$ cat src/rtl/registro_flota.sv
// registro_flota: fleet register for the battleship datapath.
// Holds NUM_BARCOS ships of up to MAX_LEN cells each.  Runs three phases:
// placement (one cell per request, with range/overlap/fill checks), attack
// (hit/miss, per-ship sunk tracking, repeat-shot detection) and game over.
// Every request resolves with a registered pulse on the following cycle.
//
// Optional build macro: CONTIGUITY_CHECK_EN -- when defined, each non-first
// cell of a ship must be orthogonally adjacent to that ship's previously
// accepted cell (same row +-1, or +-COLS).
//
// Ports:
//   clk, rst            clock, synchronous active-high reset
//   place_valid/barco/casilla/tipo -> place_ok / place_err pulses
//   attack_valid/casilla           -> attack_done, hit, repeat_shot, sunk, sunk_id
//   barcos_hundidos     sunk bitmask, one bit per ship
//   fase                00 PLACE, 01 PLAY, 10 OVER
//   all_sunk            high while in OVER
//
// state | meaning
// PLACE | accepting ship cells; leaves when every ship is complete
// PLAY  | accepting shots; leaves when every ship is sunk
// OVER  | game finished; holds until rst
module registro_flota #(
    parameter int NUM_BARCOS = 3,
    parameter int MAX_LEN    = 5,
    parameter int NUM_CELLS  = 25,
    parameter int COLS       = 5,
    parameter int CELL_W     = 5,
    parameter int ID_W       = (NUM_BARCOS > 1) ? $clog2(NUM_BARCOS) : 1
) (
    input  logic                  clk,
    input  logic                  rst,
    input  logic                  place_valid,
    input  logic [ID_W-1:0]       place_barco,
    input  logic [CELL_W-1:0]     place_casilla,
    input  logic [2:0]            tipo,
    output logic                  place_ok,
    output logic                  place_err,
    input  logic                  attack_valid,
    input  logic [CELL_W-1:0]     attack_casilla,
    output logic                  attack_done,
    output logic                  hit,
    output logic                  repeat_shot,
    output logic                  sunk,
    output logic [ID_W-1:0]       sunk_id,
    output logic [NUM_BARCOS-1:0] barcos_hundidos,
    output logic [1:0]            fase,
    output logic                  all_sunk
);

    typedef enum logic [1:0] {PLACE = 2'b00, PLAY = 2'b01, OVER = 2'b10} fase_t;

    if ((2 ** CELL_W) < NUM_CELLS || COLS < 1) begin : g_bad_cfg
        $error("registro_flota: CELL_W too narrow for NUM_CELLS or COLS < 1");
    end

    fase_t                st;
    logic [2:0]           len_q  [NUM_BARCOS];
    logic [2:0]           fill_q [NUM_BARCOS];
    logic [CELL_W-1:0]    cell_q [NUM_BARCOS][MAX_LEN];
    logic [MAX_LEN-1:0]   hit_q  [NUM_BARCOS];
    logic [NUM_CELLS-1:0] occ_q;
    logic [NUM_CELLS-1:0] att_q;

    assign fase = st;

    // Placement decode
    logic       p_in_rng, p_occ, p_first, p_full, p_tipo_bad, p_adj_bad, p_err;
    logic [2:0] sel_len, sel_fill;
    logic       all_placed;

`ifdef CONTIGUITY_CHECK_EN
    logic [CELL_W-1:0] prev_cell;
    int                pc_i, pv_i;
`endif

    always_comb begin
        sel_len    = '0;
        sel_fill   = '0;
        p_occ      = 1'b0;
        all_placed = 1'b1;
        p_adj_bad  = 1'b0;
`ifdef CONTIGUITY_CHECK_EN
        prev_cell  = '0;
`endif
        p_in_rng = (int'(place_barco) < NUM_BARCOS) && (int'(place_casilla) < NUM_CELLS);
        for (int b = 0; b < NUM_BARCOS; b++) begin
            if (len_q[b] == 3'd0 || fill_q[b] != len_q[b])
                all_placed = 1'b0;
            if (place_barco == ID_W'(b)) begin
                sel_len  = len_q[b];
                sel_fill = fill_q[b];
`ifdef CONTIGUITY_CHECK_EN
                if (fill_q[b] != 3'd0)
                    prev_cell = cell_q[b][fill_q[b] - 3'd1];
`endif
            end
        end
        for (int c = 0; c < NUM_CELLS; c++)
            if (place_casilla == CELL_W'(c))
                p_occ = occ_q[c];
        p_first    = (sel_fill == 3'd0);
        // a ship with len 0 has never been started, so fill==len is not "full"
        p_full     = !p_first && (sel_fill == sel_len);
        p_tipo_bad = p_first && (tipo == 3'd0 || int'(tipo) > MAX_LEN);
`ifdef CONTIGUITY_CHECK_EN
        pc_i = int'(place_casilla);
        pv_i = int'(prev_cell);
        if (!p_first)
            p_adj_bad = !(((pc_i == pv_i + 1) && (pv_i % COLS != COLS - 1)) ||
                          ((pc_i + 1 == pv_i) && (pv_i % COLS != 0)) ||
                          (pc_i == pv_i + COLS) || (pc_i + COLS == pv_i));
`endif
        p_err = !p_in_rng || p_occ || p_full || p_tipo_bad || p_adj_bad;
    end

    // Attack decode
    logic                  a_in_rng, a_att, a_hit, a_sink;
    logic [ID_W-1:0]       a_b;
    logic [MAX_LEN-1:0]    a_newmask, a_fullmask;
    logic [NUM_BARCOS-1:0] hund_n;

    always_comb begin
        a_att      = 1'b0;
        a_hit      = 1'b0;
        a_b        = '0;
        a_newmask  = '0;
        a_fullmask = '0;
        a_in_rng   = int'(attack_casilla) < NUM_CELLS;
        for (int c = 0; c < NUM_CELLS; c++)
            if (attack_casilla == CELL_W'(c))
                a_att = att_q[c];
        // only slots below fill hold real cells; unused slots reset to 0
        for (int b = 0; b < NUM_BARCOS; b++) begin
            for (int s = 0; s < MAX_LEN; s++) begin
                if (s < int'(fill_q[b]) && cell_q[b][s] == attack_casilla) begin
                    a_hit     = 1'b1;
                    a_b       = ID_W'(b);
                    a_newmask = hit_q[b] | (MAX_LEN'(1) << s);
                    for (int s2 = 0; s2 < MAX_LEN; s2++)
                        a_fullmask[s2] = (s2 < int'(len_q[b]));
                end
            end
        end
        a_sink = a_hit && (a_newmask == a_fullmask);
        hund_n = barcos_hundidos;
        for (int b = 0; b < NUM_BARCOS; b++)
            if (a_sink && a_b == ID_W'(b))
                hund_n[b] = 1'b1;
    end

    always_ff @(posedge clk) begin
        if (rst) begin
            st              <= PLACE;
            occ_q           <= '0;
            att_q           <= '0;
            place_ok        <= 1'b0;
            place_err       <= 1'b0;
            attack_done     <= 1'b0;
            hit             <= 1'b0;
            repeat_shot     <= 1'b0;
            sunk            <= 1'b0;
            sunk_id         <= '0;
            barcos_hundidos <= '0;
            all_sunk        <= 1'b0;
            for (int b = 0; b < NUM_BARCOS; b++) begin
                len_q[b]  <= '0;
                fill_q[b] <= '0;
                hit_q[b]  <= '0;
                for (int s = 0; s < MAX_LEN; s++)
                    cell_q[b][s] <= '0;
            end
        end else begin
            place_ok    <= 1'b0;
            place_err   <= 1'b0;
            attack_done <= 1'b0;
            hit         <= 1'b0;
            repeat_shot <= 1'b0;
            sunk        <= 1'b0;
            sunk_id     <= '0;
            case (st)
                PLACE: begin
                    if (place_valid) begin
                        if (p_err) begin
                            place_err <= 1'b1;
                        end else begin
                            place_ok <= 1'b1;
                            for (int c = 0; c < NUM_CELLS; c++)
                                if (place_casilla == CELL_W'(c))
                                    occ_q[c] <= 1'b1;
                            for (int b = 0; b < NUM_BARCOS; b++) begin
                                if (place_barco == ID_W'(b)) begin
                                    if (p_first)
                                        len_q[b] <= tipo;
                                    cell_q[b][fill_q[b]] <= place_casilla;
                                    fill_q[b] <= fill_q[b] + 3'd1;
                                end
                            end
                        end
                    end
                    // registered completeness: transition one edge after the last accept
                    if (all_placed)
                        st <= PLAY;
                end
                PLAY: begin
                    place_err <= place_valid;
                    if (attack_valid) begin
                        attack_done <= 1'b1;
                        if (!a_in_rng || a_att) begin
                            repeat_shot <= 1'b1;
                        end else begin
                            for (int c = 0; c < NUM_CELLS; c++)
                                if (attack_casilla == CELL_W'(c))
                                    att_q[c] <= 1'b1;
                            if (a_hit) begin
                                hit <= 1'b1;
                                for (int b = 0; b < NUM_BARCOS; b++)
                                    if (a_b == ID_W'(b))
                                        hit_q[b] <= a_newmask;
                                if (a_sink) begin
                                    sunk            <= 1'b1;
                                    sunk_id         <= a_b;
                                    barcos_hundidos <= hund_n;
                                    if (&hund_n) begin
                                        st       <= OVER;
                                        all_sunk <= 1'b1;
                                    end
                                end
                            end
                        end
                    end
                end
                OVER: begin
                    place_err <= place_valid;
                end
                default: st <= PLACE;
            endcase
        end
    end

endmodule

$ cat config.mk
export PLATFORM = sky130hd
export DESIGN_NAME = registro_flota
export DESIGN_NICKNAME = d
export VERILOG_FILES = /design/src/rtl/registro_flota.sv
export SDC_FILE = /design/constraint.sdc
export NUM_CORES = 1
export LEC_CHECK = 0
export ABC_AREA = 0
export BUFFER_PORTS_ARGS = -buffer_cell sky130_fd_sc_hd__buf_2
export CAP_MARGIN = 5
export CORE_ASPECT_RATIO = 0.75
export CORE_MARGIN = 5
export CORE_UTILIZATION = 46
export CTS_BUF_LIST = sky130_fd_sc_hd__clkbuf_8
export CTS_CLUSTER_SIZE = 10
export DETAILED_ROUTE_END_ITERATION = 7
export PLACE_DENSITY = 0.66
export SLEW_MARGIN = 20
export SYNTH_ARGS = -nofsm -noshare
export SYNTH_HDL_FRONTEND = slang
export SYNTH_SLANG_ARGS = --single-unit
$ cat constraint.sdc
create_clock -name clk -period 4.3 [get_ports clk]
set_input_delay 0.645 -clock clk [delete_from_list [all_inputs] [get_ports clk]]
set_output_delay 0.645 -clock clk [all_outputs]
set_load 0.05 [all_outputs]
==> flow_summary_export.csv, run 1 <==
group,metric,value,unit
sta,period_share,85.8,%
final_layout,layout-drive-gt1-share,14.9,%
floorplan,die_area,23300,um^2
floorplan,rows,45,
cts,cts_root_buf,"clkbuf_8",
cts,ctsResizeCount,0,
sta,final_max_slew_viol_count,0,
routing,viasPerCell,5.79,
cts,cts_setup_buffers,0,
cts,clockBufferDepth,2,
logic_synthesis,async_flop_share,0,%
sta,post-route-min-period,3.69,ns
worst_setup_path,cp-startpoint,"attack_casilla[1]",
worst_setup_path,r2r_slack,0.77,ns
placement,place_ws,0.203,ns
cts,h-tree-depth,4,
routing,drt-total-wl,23600,um
floorplan,core_area,20200,um^2
worst_setup_path,critPathMaxFanout,25,
global_routing,grtUsageMet1,30.9,%
sta,fmaxAchievable,0.271,GHz
global_routing,top_usage_layer,"met1",
global_routing,grt_pass1_vias,6801,
logic_synthesis,ys_ff_latch,172,
worst_hold_path,hold_path_class,"input pin to flop",
logic_synthesis,syn_nets,973,
final_layout,stdcell_count,1246,
routing,dr.first_iter.drc_count,787,
logic_synthesis,yosys_warnings,0,
routing,dr.pass1.iters,5,
cts,numCtsBuffers,17,
logic_synthesis,ys_seq_area_share,48.3,%
floorplan,io_pins,33,
cts,cts.clk_slew.worst_paths,0.11,ns
worst_setup_path,r2r_cells,11,
logic_synthesis,synth_cell_types,80,
routing,vias,7219,
worst_setup_path,end_kind,"flop",
final_layout,fin_nets,1002,
sta,hold_viol,0,
final_layout,fillers,1838,
sta,slew_headroom,40.4,%
final_layout,final_cell_mix,"110 x nor2_1, 108 x edfxtp_1, 64 x dfxtp_1, 51 x nor3_1, 49 x nand2_1",
global_routing,grt_pass1_wl,37900,um
logic_synthesis,netlist_instances,946,
worst_hold_path,min_path_cells,2,
worst_setup_path,timing.critical_path.to,"fase[1]$_SDFFE_PP0P_",
placement,dp.final_hpwl,16100,um
placement,dp_cells,1214,
sta,skew,0.0176,ns
placement,routabilityCongestion,0.890,
sta,report.final.setup_viol,0,
final_layout,layout_commonest_cell,"nor2_1",
logic_synthesis,synth_edf_count,108,
logic_synthesis,synth_flop_cell,"edfxtp_1",
floorplan,die_height,134,um
global_routing,grt_use_met2,29.5,%
cts,clock_sinks,172,
pwr,p_leak,3.73,nW
worst_setup_path,rr_startpoint,"fill_q[0][3]$_SDFFCE_PN0P_",
worst_setup_path,cp.required,4.69,ns
worst_hold_path,worstHoldStart,"place_valid",
cts,clkLatencyLatePin,0.49,ns
global_routing,grt_max_degree,55,
final_layout,area_growth,9.58,%
routing,drc,0,
global_routing,grtUsageTotal,20.4,%
pwr,peakVddDrop,0.144,mV
worst_setup_path,critPathKind,"input pin to flop",
sta,holdWs,0.433,ns
placement,port_buffers,32,
floorplan,initial_core_util,46.5,%
final_layout,antenna_cells,0,
routing,wl_per_cell,19.0,um
pwr,p_per_area,338,nW/um^2
worst_setup_path,worstPathArrival,4.08,ns
sta,layout_setup_ws,0.611,ns
global_routing,grt.met3_usage,4.82,%
worst_setup_path,cp-start-kind,"input pin",
job,cap_violations,0,
floorplan,chipWidth,175,um
logic_synthesis,syn_area,9370,um^2
status,status,"finished, final reports clean",
sta,worstMarginPinSlew,0.881,ns
global_routing,antenna_found_initial,0,
worst_setup_path,rr_endpoint,"fase[1]$_SDFFE_PP0P_",
pwr,p_total,0.00347,W
global_routing,grt_overflow_total,0,
cts,cts_tree,"yes",
sta,setup_tns,0,ns
routing,antenna_left,0,
sta,rsz0062_at_grt,"no",
cts,cts_hold_buf,0,
logic_synthesis,avgSynthCellArea,9.90,um^2
-- power by group --
part | switching, W | internal, W
registers | 0.0000469 | 0.00179
logic | 0.000280 | 0.000159
clock network | 0.000735 | 0.000457
-- critical path: stages --
cell       delay [ns]
buf_2            0.50
buf_4            0.28
xor2_1           0.18
nor4_2           0.06
o2111a_1         0.23
o41ai_1          0.53
a2111oi_2        0.17
o32ai_2          0.39
o21a_1           0.18
o211ai_1         0.12
nor4_4           0.38
a31oi_1          0.16
a211o_1          0.24
-- layout make-up --
class                      count  area (um^2)  share of cell area (%)
clock inverter                15          191                    1.87
clock buffer                  17          234                    2.28
multi-input combinational    690         4420                    43.0
sequential                   172         4520                    44.1
tap                          258          323                    3.15
timing repair buffer          80          520                    5.07
inverter                      14         52.6                   0.512
-- flip-flops by register name, indices dropped and copies added (netlist names) --
register and flops:
cell_q 75, att_q 25, occ_q 25, hit_q 15, fill_q 9, len_q 9, barcos_hundidos 3, fase 2
sunk_id 2, all_sunk 1, attack_done 1, hit 1, place_err 1, place_ok 1, repeat_shot 1, sunk 1
-- how the worst min path moves through the flow --
stage | endpoint | slack (ns)
global placement | occ_q[8]$_SDFFE_PP0P_ | 0.43
finish | place_err$_SDFF_PP0_ | 0.43
global route | place_err$_SDFF_PP0_ | 0.43
floorplan | occ_q[6]$_SDFFE_PP0P_ | 0.42
detailed placement | occ_q[6]$_SDFFE_PP0P_ | 0.45
CTS | place_err$_SDFF_PP0_ | 0.41
-- per-stage QoR --
stage / util (%) / instance area [um^2]
floorplan: - / 9370
global placement: 48.8 / 9840
detailed placement: 48.8 / 9840
CTS: 50.9 / 10300
global route: 50.9 / 10300
finish: 50.9 / 10300
-- cell families after synthesis --
| group | Yosys count | share of synthesized area, % |
|---|---|---|
| mux | 16 | 2.03 |
| buf+inv | 84 | 4.54 |
| xor+xnor | 90 | 8.42 |
| fa+ha+maj | 8 | 1.07 |
| flops | 172 | 48.3 |
| compound gates | 195 | 14.1 |
| simple gates | 381 | 21.6 |
-- cells in the mapped netlist (5+ instances only) --
cell type  number  area, um^2
a211oi_1        9        67.6
a21o_1          5        37.5
a21oi_1        47         235
a31oi_1        27         169
and2_1         33         206
and3_1         19         119
buf_2           6        30.0
buf_4           5        37.5
buf_6           9         101
clkbuf_1       49         184
dfxtp_1        64        1280
edfxtp_1      108        3240
ha_1            8         100
inv_1          13        48.8
mux2i_1        10         100
nand2_1        49         184
nand2b_1        9        56.3
nand3_1        19        95.1
nand4_1         7        43.8
nor2_1        110         413
nor2b_1        18         113
nor3_1         51         255
nor4_1         21         131
o211ai_1        6        45.0
o21ai_0        35         175
o22ai_1         6        37.5
o2bb2ai_1       6        52.6
o31ai_1         6        45.0
or2_2           8        50.1
or3_1          11        68.8
xnor2_1        47         412
xor2_1         43         377
-- layer usage --
| layer | share of wire, % | vias up |
|---|---|---|
| met5 | 0 | - |
| met1 | 48 | 3376 |
| met3 | 8.5 | 25 |
| met4 | 0.99 | 0 |
| met2 | 43 | 293 |
| li1 | - | 3525 |
Note: power is estimated with default switching activity, not from simulation.
==> run 2, diff against run 1 <==
- RECOVER_POWER: not set -> 100
==> flow_summary_export.csv, run 2 (same netlist as run 1, synthesis figures left out) <==
group,metric,value,unit
final_layout,multi_input_area,4400,um^2
placement,place_ws,0.203,ns
floorplan,io_pins,33,
job,cap_violations,0,
cts,cts_hold_buf,0,
final_layout,fin_nets,1002,
routing,wl_per_cell,19.0,um
sta,post-route-min-period,3.89,ns
cts,numCtsBuffers,17,
worst_setup_path,worst_path_largest_cell_delay,0.56,ns
sta,fmaxAchievable,0.257,GHz
worst_setup_path,r2r_cells,12,
worst_setup_path,critPathMaxFanout,25,
pwr,p_per_area,341,nW/um^2
sta,period_share,90.6,%
final_layout,final_cell_mix,"110 x nor2_1, 108 x edfxtp_1, 64 x dfxtp_1, 51 x nor3_1, 49 x nand2_1",
global_routing,grt_max_degree,55,
sta,slew_headroom,39.4,%
floorplan,rows,45,
worst_hold_path,hold_path_end,"place_err$_SDFF_PP0_",
pwr,p_switching,0.00106,W
global_routing,grt_overflow_total,0,
final_layout,largest_register_ffs,75,
global_routing,grt_pass1_wl,37900,um
worst_hold_path,worstHoldStart,"place_valid",
pwr,combPwrFrac,12.5,%
sta,setup_tns,0,ns
sta,layout_setup_ws,0.405,ns
sta,hold_viol,0,
worst_setup_path,end_kind,"flop",
pwr,p_leak,3.57,nW
worst_setup_path,cpMaxStageDelayCell,"o32ai_1",
final_layout,antenna_cells,0,
placement,dp_cells,1214,
placement,dp.final_hpwl,16100,um
worst_setup_path,cp_top_family,"compound AO/OA/AOI/OAI gates",
final_layout,layout-drive-gt1-share,11.1,%
pwr,p_clk_share,34.3,%
sta,rsz0062_at_grt,"no",
worst_hold_path,min_path_cells,2,
cts,clkLatencyLatePin,0.49,ns
final_layout,register_area,4520,um^2
pwr,switching_share,30.6,%
sta,skew,0.0178,ns
worst_setup_path,cp.required,4.69,ns
pwr,sequentialPowerShare,53.2,%
final_layout,stdcell_count,1246,
cts,cts_tree,"yes",
worst_setup_path,worstPathCellList,"clkbuf_2 > buf_4 > xor2_1 > nor4_2 > o2111a_1 > o41ai_1 > a2111oi_2 > o32ai_1 > o21a_1 > o211ai_1 > nor4_4 > a31oi_1 > a211o_1",
final_layout,final_util,50.4,%
routing,dr.pass1.iters,7,
floorplan,die_height,134,um
sta,final_max_slew_viol_count,0,
worst_hold_path,hold_path_class,"input pin to flop",
cts,cts.clk_slew.worst_paths,0.11,ns
final_layout,area_growth,8.48,%
placement,routabilityCongestion,0.890,
cts,cts_setup_buffers,0,
worst_setup_path,crit_buf_inv,2,
placement,port_buffers,32,
pwr,intPower,0.00240,W
routing,antenna_left,0,
routing,vias,7261,
worst_setup_path,worstPathArrival,4.28,ns
final_layout,largest_register,"cell_q",
worst_setup_path,cp-start-kind,"input pin",
routing,dr.first_iter.drc_count,762,
cts,clockBufferDepth,2,
global_routing,antenna_found_initial,0,
final_layout,layout_commonest_cell,"nor2_1",
pwr,p_total,0.00346,W
final_layout,fillers,1861,
global_routing,grt_pass1_vias,6801,
cts,clock_sinks,172,
floorplan,chipWidth,175,um
status,status,"finished, final reports clean",
global_routing,grtUsageTotal,20.4,%
sta,report.final.setup_viol,0,
routing,drc,0,
cts,h-tree-depth,4,
sta,worstMarginPinSlew,0.896,ns
routing,drt-total-wl,23700,um
final_layout,largestRegisters,"cell_q x75, att_q x25, occ_q x25",
worst_setup_path,critPathKind,"input pin to flop",
floorplan,initial_core_util,46.5,%
worst_setup_path,r2r_slack,0.60,ns
cts,cts_root_buf,"clkbuf_8",
floorplan,die_area,23300,um^2
pwr,peakVddDrop,0.143,mV
routing,viasPerCell,5.83,
worst_setup_path,rr_endpoint,"fase[1]$_SDFFE_PP0P_",
cts,ctsResizeCount,0,
floorplan,core_area,20200,um^2
worst_setup_path,rr_startpoint,"fill_q[0][1]$_SDFFCE_PN0P_",
## run 2: cell types whose count changed in the layout (fill, tap and decap cells not counted), sizes merged
cell    before  now
clkbuf      17   52
buf         80   45
## run 2: worst max path at each step
| stage | from | end | slack, ns | cells past startpoint |
|---|---|---|---|---|
| 2_1_floorplan | place_casilla[1] | cell_q[0][20]$_SDFFCE_PN0P_ | 0.74 | 12 |
| 3_3_place_gp | attack_casilla[0] | fase[1]$_SDFFE_PP0P_ | 0.23 | 12 |
| 3_5_place_dp | attack_casilla[1] | fase[1]$_SDFFE_PP0P_ | 0.20 | 13 |
| 4_1_cts | attack_casilla[1] | fase[1]$_SDFFE_PP0P_ | 0.69 | 13 |
| 5_1_grt | attack_casilla[1] | fase[1]$_SDFFE_PP0P_ | 0.22 | 13 |
| 6_report | attack_casilla[1] | fase[1]$_SDFFE_PP0P_ | 0.41 | 13 |
## run 2: cell type report
type	instances	area share [%]
Sequential cell	172	44.5
Multi-Input combinational cell	690	43.3
Timing Repair Buffer	80	4.24
Tap cell	258	3.18
Clock buffer	17	2.30
Clock inverter	15	1.88
Inverter	14	0.517
## run 2: through the flow
stage	hold WS, ns	cell area, um^2
after global placement	0.435	9840
after global routing	0.426	10200
after detailed placement	0.446	9840
after floorplan	0.425	9370
after CTS	0.413	10300
final	0.434	10200
## run 2: worst reg2reg max path, cell delays in order (launching register included)
cell and delay, ns:
edfxtp_1 0.62, nor3_1 0.26, buf_4 0.18, nor3_1 0.06
buf_4 0.16, o41ai_1 0.51, a2111oi_2 0.15, o32ai_1 0.56
o21a_1 0.20, o211ai_1 0.12, nor4_4 0.40, a31oi_1 0.16
a211o_1 0.24
## run 2: power groups by stage
stage	clock network (W)	logic [W]	registers, W
2_1_floorplan	0	0.000331	0.00186
3_3_place_gp	0	0.000434	0.00188
3_5_place_dp	0	0.000435	0.00188
4_1_cts	0.00120	0.000437	0.00184
5_1_grt	0.00128	0.000470	0.00185
6_report	0.00119	0.000432	0.00184
## run 2: routing by layer
metal  vias up  wire, um  track usage, %
met1      3428     11500            30.9
met4         0       242            4.93
met5         -         0               0
li1       3519         -               -
met2       286     10100            29.5
met3        28      1870            4.82
